[src/rtl/mem_access_ctrl_pkg.sv]
// Shared definitions for the M-stage memory access controller: FSM encoding,
// funct3 access codes and the helpers that shape bus qualifiers.
package mem_access_ctrl_pkg;

   typedef enum logic [1:0] {
      S_IDLE = 2'd0,
      S_REQ  = 2'd1,
      S_WAIT = 2'd2,
      S_DONE = 2'd3
   } state_t;

   localparam logic [2:0] F3_B  = 3'b000;
   localparam logic [2:0] F3_H  = 3'b001;
   localparam logic [2:0] F3_W  = 3'b010;
   localparam logic [2:0] F3_BU = 3'b100;
   localparam logic [2:0] F3_HU = 3'b101;

   localparam int DEFAULT_TIMEOUT_CYCLES = 255;

   // funct3[1:0] carries the size for both signed and unsigned forms.
   function automatic logic access_aligned(input logic [2:0] f3, input logic [1:0] a);
      logic ok;
      case (f3[1:0])
         2'b00:   ok = 1'b1;
         2'b01:   ok = ~a[0];
         default: ok = (a == 2'b00);
      endcase
      return ok;
   endfunction

   function automatic logic [3:0] byte_enables(input logic [2:0] f3, input logic [1:0] a);
      logic [3:0] be;
      case (f3[1:0])
         2'b00:   be = 4'b0001 << a;
         2'b01:   be = 4'b0011 << {a[1], 1'b0};
         default: be = 4'b1111;
      endcase
      return be;
   endfunction

   function automatic logic [31:0] replicate_wdata(input logic [2:0] f3, input logic [31:0] d);
      logic [31:0] w;
      case (f3[1:0])
         2'b00:   w = {4{d[7:0]}};
         2'b01:   w = {2{d[15:0]}};
         default: w = d;
      endcase
      return w;
   endfunction

endpackage

[src/rtl/mem_access_ctrl_load_extend.sv]
// Load lane select and sign/zero extension for byte, halfword and word loads.
module load_extend
   import mem_access_ctrl_pkg::*;
(
   input  logic [31:0] i_rdata,
   input  logic [1:0]  i_addr_lo,
   input  logic [2:0]  i_funct3,
   output logic [31:0] o_data
);

   logic [7:0]  w_byte;
   logic [15:0] w_half;

   // NOTE: every always_comb output gets a value on every path, or a latch is inferred.
   always_comb begin
      w_byte = i_rdata[7:0];
      case (i_addr_lo)
         2'd1:    w_byte = i_rdata[15:8];
         2'd2:    w_byte = i_rdata[23:16];
         2'd3:    w_byte = i_rdata[31:24];
         default: w_byte = i_rdata[7:0];
      endcase
      w_half = i_addr_lo[1] ? i_rdata[31:16] : i_rdata[15:0];

      case (i_funct3)
         F3_B:    o_data = {{24{w_byte[7]}}, w_byte};
         F3_H:    o_data = {{16{w_half[15]}}, w_half};
         F3_BU:   o_data = {24'd0, w_byte};
         F3_HU:   o_data = {16'd0, w_half};
         default: o_data = i_rdata;
      endcase
   end

endmodule

[src/rtl/mem_access_ctrl.sv]
// M-stage load/store bus controller: stalls the pipeline while one request/grant/
// response transaction runs on a simple bus, with alignment check and timeout abort.
module mem_access_ctrl
   import mem_access_ctrl_pkg::*;
#(
   parameter int TIMEOUT_CYCLES = DEFAULT_TIMEOUT_CYCLES
) (
   input  logic        clk,
   input  logic        resetn,
   input  logic        MemReqM,
   input  logic        MemWriteM,
   input  logic [2:0]  Funct3M,
   input  logic [31:0] ALUResultM,
   input  logic [31:0] WriteDataM,
   output logic        StallMem,
   output logic [31:0] ReadDataM,
   output logic        MisalignM,
   output logic        BusErrM,
   output logic        bus_req,
   output logic        bus_we,
   output logic [31:0] bus_addr,
   output logic [31:0] bus_wdata,
   output logic [3:0]  bus_be,
   input  logic        bus_gnt,
   input  logic        bus_rvalid,
   input  logic [31:0] bus_rdata
);

   localparam logic [7:0] LAST_CNT = 8'(TIMEOUT_CYCLES - 1);

   state_t      r_state;
   logic [7:0]  r_cnt;
   logic        r_bus_req;
   logic        r_we;
   logic [31:0] r_addr;
   logic [31:0] r_wdata;
   logic [3:0]  r_be;
   logic [2:0]  r_funct3;
   logic [31:0] r_rdata;
   logic        r_bus_err;

   logic        w_aligned;
   logic        w_start;
   logic        w_timeout;
   logic [31:0] w_ext;

   assign w_aligned = access_aligned(Funct3M, ALUResultM[1:0]);
   assign w_start   = (r_state == S_IDLE) && MemReqM && w_aligned;
   // Compared with >= so a grant on the last REQ cycle still aborts promptly in WAIT.
   assign w_timeout = (r_cnt >= LAST_CNT);

   // NOTE: the IDLE term is combinational so the pipeline freezes in the same cycle the request appears.
   assign StallMem  = w_start || (r_state == S_REQ) || (r_state == S_WAIT);
   assign MisalignM = (r_state == S_IDLE) && MemReqM && !w_aligned;

   assign ReadDataM = r_rdata;
   assign BusErrM   = r_bus_err;
   assign bus_req   = r_bus_req;
   assign bus_we    = r_we;
   assign bus_addr  = r_addr;
   assign bus_wdata = r_wdata;
   assign bus_be    = r_be;

   load_extend u_load_extend (
      .i_rdata   (bus_rdata),
      .i_addr_lo (r_addr[1:0]),
      .i_funct3  (r_funct3),
      .o_data    (w_ext)
   );

   // NOTE: sequential state uses non-blocking assignments only, so every register sees pre-edge values.
   always_ff @(posedge clk or negedge resetn) begin
      if (!resetn) begin
         r_state   <= S_IDLE;
         r_cnt     <= 8'd0;
         r_bus_req <= 1'b0;
         r_we      <= 1'b0;
         r_addr    <= 32'd0;
         r_wdata   <= 32'd0;
         r_be      <= 4'd0;
         r_funct3  <= 3'd0;
         r_rdata   <= 32'd0;
         r_bus_err <= 1'b0;
      end else begin
         unique case (r_state)
            S_IDLE: begin
               r_bus_err <= 1'b0;
               if (w_start) begin
                  r_we      <= MemWriteM;
                  r_addr    <= ALUResultM;
                  r_be      <= byte_enables(Funct3M, ALUResultM[1:0]);
                  r_wdata   <= replicate_wdata(Funct3M, WriteDataM);
                  r_funct3  <= Funct3M;
                  r_cnt     <= 8'd0;
                  r_bus_req <= 1'b1;
                  r_state   <= S_REQ;
               end
            end
            S_REQ: begin
               r_cnt <= r_cnt + 8'd1;
               if (bus_gnt) begin
                  r_bus_req <= 1'b0;
                  r_state   <= r_we ? S_DONE : S_WAIT;
               end else if (w_timeout) begin
                  r_bus_req <= 1'b0;
                  r_bus_err <= 1'b1;
                  r_rdata   <= 32'd0;
                  r_state   <= S_DONE;
               end
            end
            S_WAIT: begin
               r_cnt <= r_cnt + 8'd1;
               if (bus_rvalid) begin
                  r_rdata <= w_ext;
                  r_state <= S_DONE;
               end else if (w_timeout) begin
                  r_bus_err <= 1'b1;
                  r_rdata   <= 32'd0;
                  r_state   <= S_DONE;
               end
            end
            S_DONE: begin
               r_bus_err <= 1'b0;
               r_state   <= S_IDLE;
            end
            default: r_state <= S_IDLE;
         endcase
      end
   end

endmodule
[config.mk]
export PLATFORM = sky130hd
export DESIGN_NAME = mem_access_ctrl
export DESIGN_NICKNAME = d
export VERILOG_FILES = /design/src/rtl/mem_access_ctrl_pkg.sv /design/src/rtl/mem_access_ctrl_load_extend.sv /design/src/rtl/mem_access_ctrl.sv
export SDC_FILE = /design/constraint.sdc
export NUM_CORES = 1
export LEC_CHECK = 0
export BUFFER_PORTS_ARGS = -buffer_cell sky130_fd_sc_hd__buf_2
export CORE_MARGIN = 2
export CORE_UTILIZATION = 50
export DETAILED_ROUTE_END_ITERATION = 10
export GPL_TIMING_DRIVEN = 0
export HOLD_SLACK_MARGIN = 0.15
export PLACE_DENSITY = 0.81
export SYNTH_ARGS = -nofsm -noshare
export SYNTH_HDL_FRONTEND = slang
export SYNTH_SLANG_ARGS = --single-unit
[constraint.sdc]
create_clock -name clk -period 2.5 [get_ports clk]
set_input_delay 0.25 -clock clk [delete_from_list [all_inputs] [get_ports clk]]
set_output_delay 0.25 -clock clk [all_outputs]
set_load 0.01 [all_outputs]
## Yosys cells after proc, flatten, opt, wreduce, memory -nomap -nowiden

Cells that the tools add are included.

- Shifts and indexed selects: 2
- Add/sub/neg operators: 1
- Equality and inequality tests: 14
- Bitwise logic cells: 1
- $lt $le $gt $ge: 1
- Reductions and logical operators: 20
- Mux-type cells: 26

Operators by type and width:

| cell | count |
|---|---|
| 32-bit one-hot mux with 2 select lines | 2 |
| 32-bit one-hot mux with 4 select lines | 1 |
| 32-bit two-way mux | 3 |
| 8-bit one-hot mux with 3 select lines | 1 |
| 16-bit two-way mux | 1 |
| 8-bit one-hot mux with 2 select lines | 1 |
| 8-bit by 1-bit adder with 8-bit output (second input constant) | 1 |
| 2-bit == test (second input constant) | 4 |
| 8-bit >= comparator (second input constant) | 1 |
| 2-bit two-way mux | 4 |
| 8-bit two-way mux | 1 |
| 2-bit one-hot mux with 4 select lines | 1 |
| 4-bit one-hot mux with 2 select lines | 1 |
| 2-bit AND reduction | 4 |
| 1-bit two-way mux | 7 |
| 2-bit by 1-bit == test with 1-bit output (second input constant) | 3 |
| 3-bit == test (second input constant) | 2 |
| 2-bit logical NOT | 3 |
| 2-bit inequality test (second input constant) | 3 |
| 2-bit nonzero test | 3 |
| 1-bit one-hot mux with 2 select lines | 2 |
| 2-bit OR reduction | 2 |
| 1-bit by 2-bit << shifter with 4-bit output (first input constant) | 1 |
| 2-bit by 2-bit << shifter with 4-bit output (first input constant) | 1 |
| 9 further kinds | 12 |

- Bits in registers: 116
- Output and inout port bits: 105
- Input bits: 105

## Longest topological paths before layout

- Depth after elaboration: 5
- Depth in mapped cells: 8
- Gate-level depth less buffers: 6

## Cells and area by module

A second synthesis with hierarchy kept.

- Cell total of the unflattened synthesis: 506
- Area, all modules: 5611.6 um^2

Modules (own cells, without submodules):

| module | seq. area each (um^2) | area each (um^2) | cells an instance | times used |
|---|---|---|---|---|
| mem_access_ctrl | 2902.8 | 4962.3 | 396 | 1 |
| load_extend | 0.0 | 649.4 | 110 | 1 |

## Least setup slack after synthesis

No wires, ideal clock.

- Path kind: flip-flop to flip-flop
- Start point: reg r_addr[1] (netlist: bus_addr[1])
- End point: reg r_rdata[28] (netlist: ReadDataM[28])
- Arrival time: 2052 ps
- Slack: 326 ps
- Setup time: 122 ps
- Stages on the path, launching flop included: 6
- Path buffers: 1
- Cells stage by stage: dfrtp_1 mux2_4 a222oi_1 buf_4 o211ai_1 a32o_1

- Word-level cells in the longest chain between the ends: 5

RTL lines:

| what | line | text |
|---|---|---|
| start, declared | mem_access_ctrl.sv:35 | `logic [31:0] r_addr;` |
| start signal, assigned | mem_access_ctrl.sv:90 | `r_addr <= ALUResultM;` |
| 2-bit == test or 2-bit by 1-bit == test with 1-bit output (tied branches) | mem_access_ctrl_load_extend.sv:17 | `case (i_addr_lo)` |
| 8-bit one-hot mux with 3 select lines | mem_access_ctrl_load_extend.sv:17 |  |
| 32-bit one-hot mux with 4 select lines * | mem_access_ctrl_load_extend.sv:25 | `case (i_funct3)` |
| 32-bit two-way mux * | mem_access_ctrl.sv:113 | `if (bus_rvalid) begin` |
| 32-bit one-hot mux with 2 select lines * | mem_access_ctrl.sv:85 | `unique case (r_state)` |
| end signal, assigned | mem_access_ctrl.sv:114 | `r_rdata <= w_ext;` |
| end, declared | mem_access_ctrl.sv:39 | `logic [31:0] r_rdata;` |

Mark *: on every way between the ends. The rest lies on a longest branch, timed or not.
A chain may end at the register's enable or synchronous reset.

## Worst setup path after layout

- Start point: reg r_state[0]
- End point: out StallMem

- Word-level cells in the longest chain between the ends: 5

RTL lines:

| what | line | text |
|---|---|---|
| start, declared | mem_access_ctrl.sv:31 | `state_t r_state;` |
| start signal, assigned | mem_access_ctrl.sv:103 | `r_state <= r_we ? S_DONE : S_WAIT;` |
| 2-bit logical NOT | mem_access_ctrl.sv:48 | `assign w_start = (r_state == S_IDLE) && MemReqM && w_aligned;` |
| 1-bit logical AND (2 in a row) | mem_access_ctrl.sv:48 |  |
| 1-bit logical OR | mem_access_ctrl.sv:53 | `assign StallMem = w_start \|\| (r_state == S_REQ) \|\| (r_state == S_WAIT);` |
| 1-bit logical OR * | mem_access_ctrl.sv:53 |  |
| end, declared | mem_access_ctrl.sv:15 | `output logic StallMem,` |

Marks and branches as above.

==> impl_metrics.yaml <==
detailed_routing:
  routed_via_density: 5.85
  vias: 5630
  wirelength_um: 19000
  top_layer: "met4"
  drtAntennaViolNets: 0
  dr_wl_met2_um: 9340
  route.detailed.drc: 0
  wl_met3_um: 1800
  first_pass_iters: 5
  drt_iter0_drc: 519
  avgRoutedWirePerCell_um: 19.7
  m1WireLength_um: 7250
power_and_ir_drop:
  leakagePower_nw: 3.80
  peakVddDrop_mv: 0.780
  power.density_nw_per_um2: 1230
  total_power_mw: 9.91
run:
  drv_cap: 0
yosys:
  ys.flop_type: "dfrtp_1"
  yosysTopAreaCellShare: 0.515
  ys_ff_latch: 116
  synth_cells: 520
  syn_area_um2: 5640
  synthTopCellsByArea: "dfrtp_1 (51%), mux2_2 (12%), o21ai_0 (5.6%)"
  async_flop_share: 1.00
  synth_area_leader_cell: "dfrtp_1"
  syn_nets: 632
  syn_avg_cell_area_um2: 10.8
  ys_seq_area_frac: 0.515
  yosys_warnings: 0
  synth_edf_count: 0
  ys_types: 44
sta:
  setup_violations: 0
  rsz0062_at_grt: "false"
  min_period_ns: 2.36
  fin_skew_ns: 0.0115
  maxSlewViolCount: 0
  post-route-period-util: 0.943
  clock.fmax_ghz: 0.424
  worst_pin_slew_ns: 0.939
  slew_headroom: 0.374
  hold_viol: 0
placed_design:
  port_buffers: 209
  routabilityCongestion: 0.933
  placed_area_um2: 6880
  dp_hpwl_um: 12400
cts:
  insertion_delay_ns: 0.41
  path_clk_slew_ns: 0.06
  cts_num_sinks: 116
  htree_levels: 4
  cts-root-to-sink-buffers: 2
  cts_tree: "yes"
  numCtsBuffers: 17
  cts_root_buffer: "clkbuf_16"
critical_path:
  crit_start: "r_state[0]$_DFFE_PN0P_"
  crit_path_end_kind: "output port"
  crit_type: "register to output port"
  startpoint_type: "register"
  critical_path_arrival_ns: 2.11
  worstPathRequired_ns: 2.25
  crit_fanout: 10
  r2r_setup_slack_ns: 0.17
  r2r_start: "r_state[1]$_DFFE_PN0P_"
floorplanning:
  num_rows: 38
  initial_core_util: 0.516
  io_pins: 210
  die_w_um: 110
  core_area_um2: 10900
  die_height_um: 110
  dieArea_um2: 12100
global_routing:
  grt_pass1_vias: 5565
  grt_overflow: 0
  grt_pass1_wl_um: 28400
  grt.total_usage: 0.310
  antenna_found_initial: 0
  grt_start_max_net_pins: 74
hold_path:
  hp-class: "input port to register"
  hp-start: "WriteDataM[19]"
cells_and_area:
  fin_area_um2: 8060
  antennaDiodeCount: 0
  fin_nets: 921
  final_common_cell: "buf_2"
  final_cell_mix: "buf_2 (209), dfrtp_1 (116), o21ai_0 (63), mux2_2 (59), dlygate4sd3_1 (55)"
  drive_gt1_frac: 0.386
  areaGrowthSynthToFinish_pct: 42.9
status:
  status: "finished, final reports clean"
==> stage by stage <==
| stage | setup slack, ns | TNS (ns) | util | cells | hold slack, ns |
|---|---|---|---|---|---|
| after global routing | 0.0135 | 0 | 0.737 | 962 | 0.175 |
| after detailed placement | -0.112 | -2.12 | 0.629 | 870 | 0.458 |
| after global placement | -0.152 | -16.54 | 0.627 | 869 | 0.462 |
| final | 0.142 | 0 | 0.737 | 962 | 0.159 |
| after CTS | 0.0398 | 0 | 0.733 | 958 | 0.155 |
| after floorplan | 0.326 | 0 | - | 520 | -0.0456 |
==> registers in the layout, summed over array words and instances, names as in the netlist <==
| name | flops |
|---|---|
| BusErrM | 1 |
| ReadDataM | 32 |
| bus_addr | 32 |
| bus_be | 4 |
| bus_req | 1 |
| bus_wdata | 32 |
| bus_we | 1 |
| r_cnt | 8 |
| r_funct3 | 3 |
| r_state | 2 |
==> Yosys cell counts (2+ instances only) <==
| cell | number |
|---|---|
| nor2_1 | 19 |
| a32o_1 | 18 |
| o21ai_0 | 63 |
| nor3_1 | 2 |
| and2_1 | 4 |
| nand3_1 | 6 |
| mux2i_1 | 30 |
| o211ai_1 | 10 |
| o2bb2ai_1 | 8 |
| inv_1 | 7 |
| ha_1 | 7 |
| buf_1 | 3 |
| a21oi_1 | 36 |
| o31ai_1 | 2 |
| mux2_2 | 59 |
| nand2_1 | 48 |
| a22o_1 | 6 |
| nor2b_1 | 3 |
| nor4_1 | 2 |
| a31oi_1 | 3 |
| or3_1 | 3 |
| a22oi_1 | 3 |
| nand2b_1 | 10 |
| dfrtp_1 | 116 |
| nand4_1 | 3 |
| clkbuf_1 | 30 |
| or2_2 | 2 |
==> area by class of cell <==
class                           instances  area [um2]
Clock buffer                           19         433
Inverter                                7        26.3
Tap cell                              140         175
Timing Repair Buffer                  271        1660
Multi-Input combinational cell        362        2590
Sequential cell                       116        2900
Fill cell                             750        2880
Clock inverter                         13         130
Buffer                                 34         134
==> worst max-delay path, stage by stage, from the launching register on <==
cell and delay (ns):
dfrtp_1 0.40, inv_1 0.16, ha_1 0.27, and2_1 0.20, nand3_2 0.18, clkbuf_2 0.26, nand2_1 0.10, buf_2 0.13
==> final timing paths <==
check,cells after the start,to
min in group asynchronous,2,ReadDataM[27]$_DFFE_PN0P_
min reg2reg,2,bus_be[3]$_DFFE_PN0P_
max,7,StallMem
min,3,bus_wdata[19]$_DFFE_PN0P_
max in group asynchronous,3,bus_wdata[12]$_DFFE_PN0P_
max reg2reg,7,ReadDataM[19]$_DFFE_PN0P_
==> per-layer routing <==
metal,vias up,global-route usage
li1,2480,-
met1,2707,0.378
met2,381,0.518
met3,62,0.0841
met4,0,0.133
met5,-,0
==> repair_timing <==
item / CTS / global route
hold endpoints to repair: 125 / 0
buffers inserted: 2 / 4
endpoints found under the setup margin: 50 / 25
pin swaps: 1 / 1
hold buffers: 55 / 0
gates resized for setup: 2 / 4
==> kinds of logic after synthesis <==
logic type,synth area share
AOI/OAI and AO/OA,0.179
muxes,0.174
DFF,0.515
adders and majority gates,0.0155
buffers and inverters,0.0288
and+or+nand+nor,0.0885
==> power breakdown <==
group	internal, mW	switching, mW	total (mW)
Clock	1.38	0.923	2.30
Combinational	1.86	2.34	4.20
Sequential	2.77	0.647	3.41
Power figures use the tool's default switching activity.
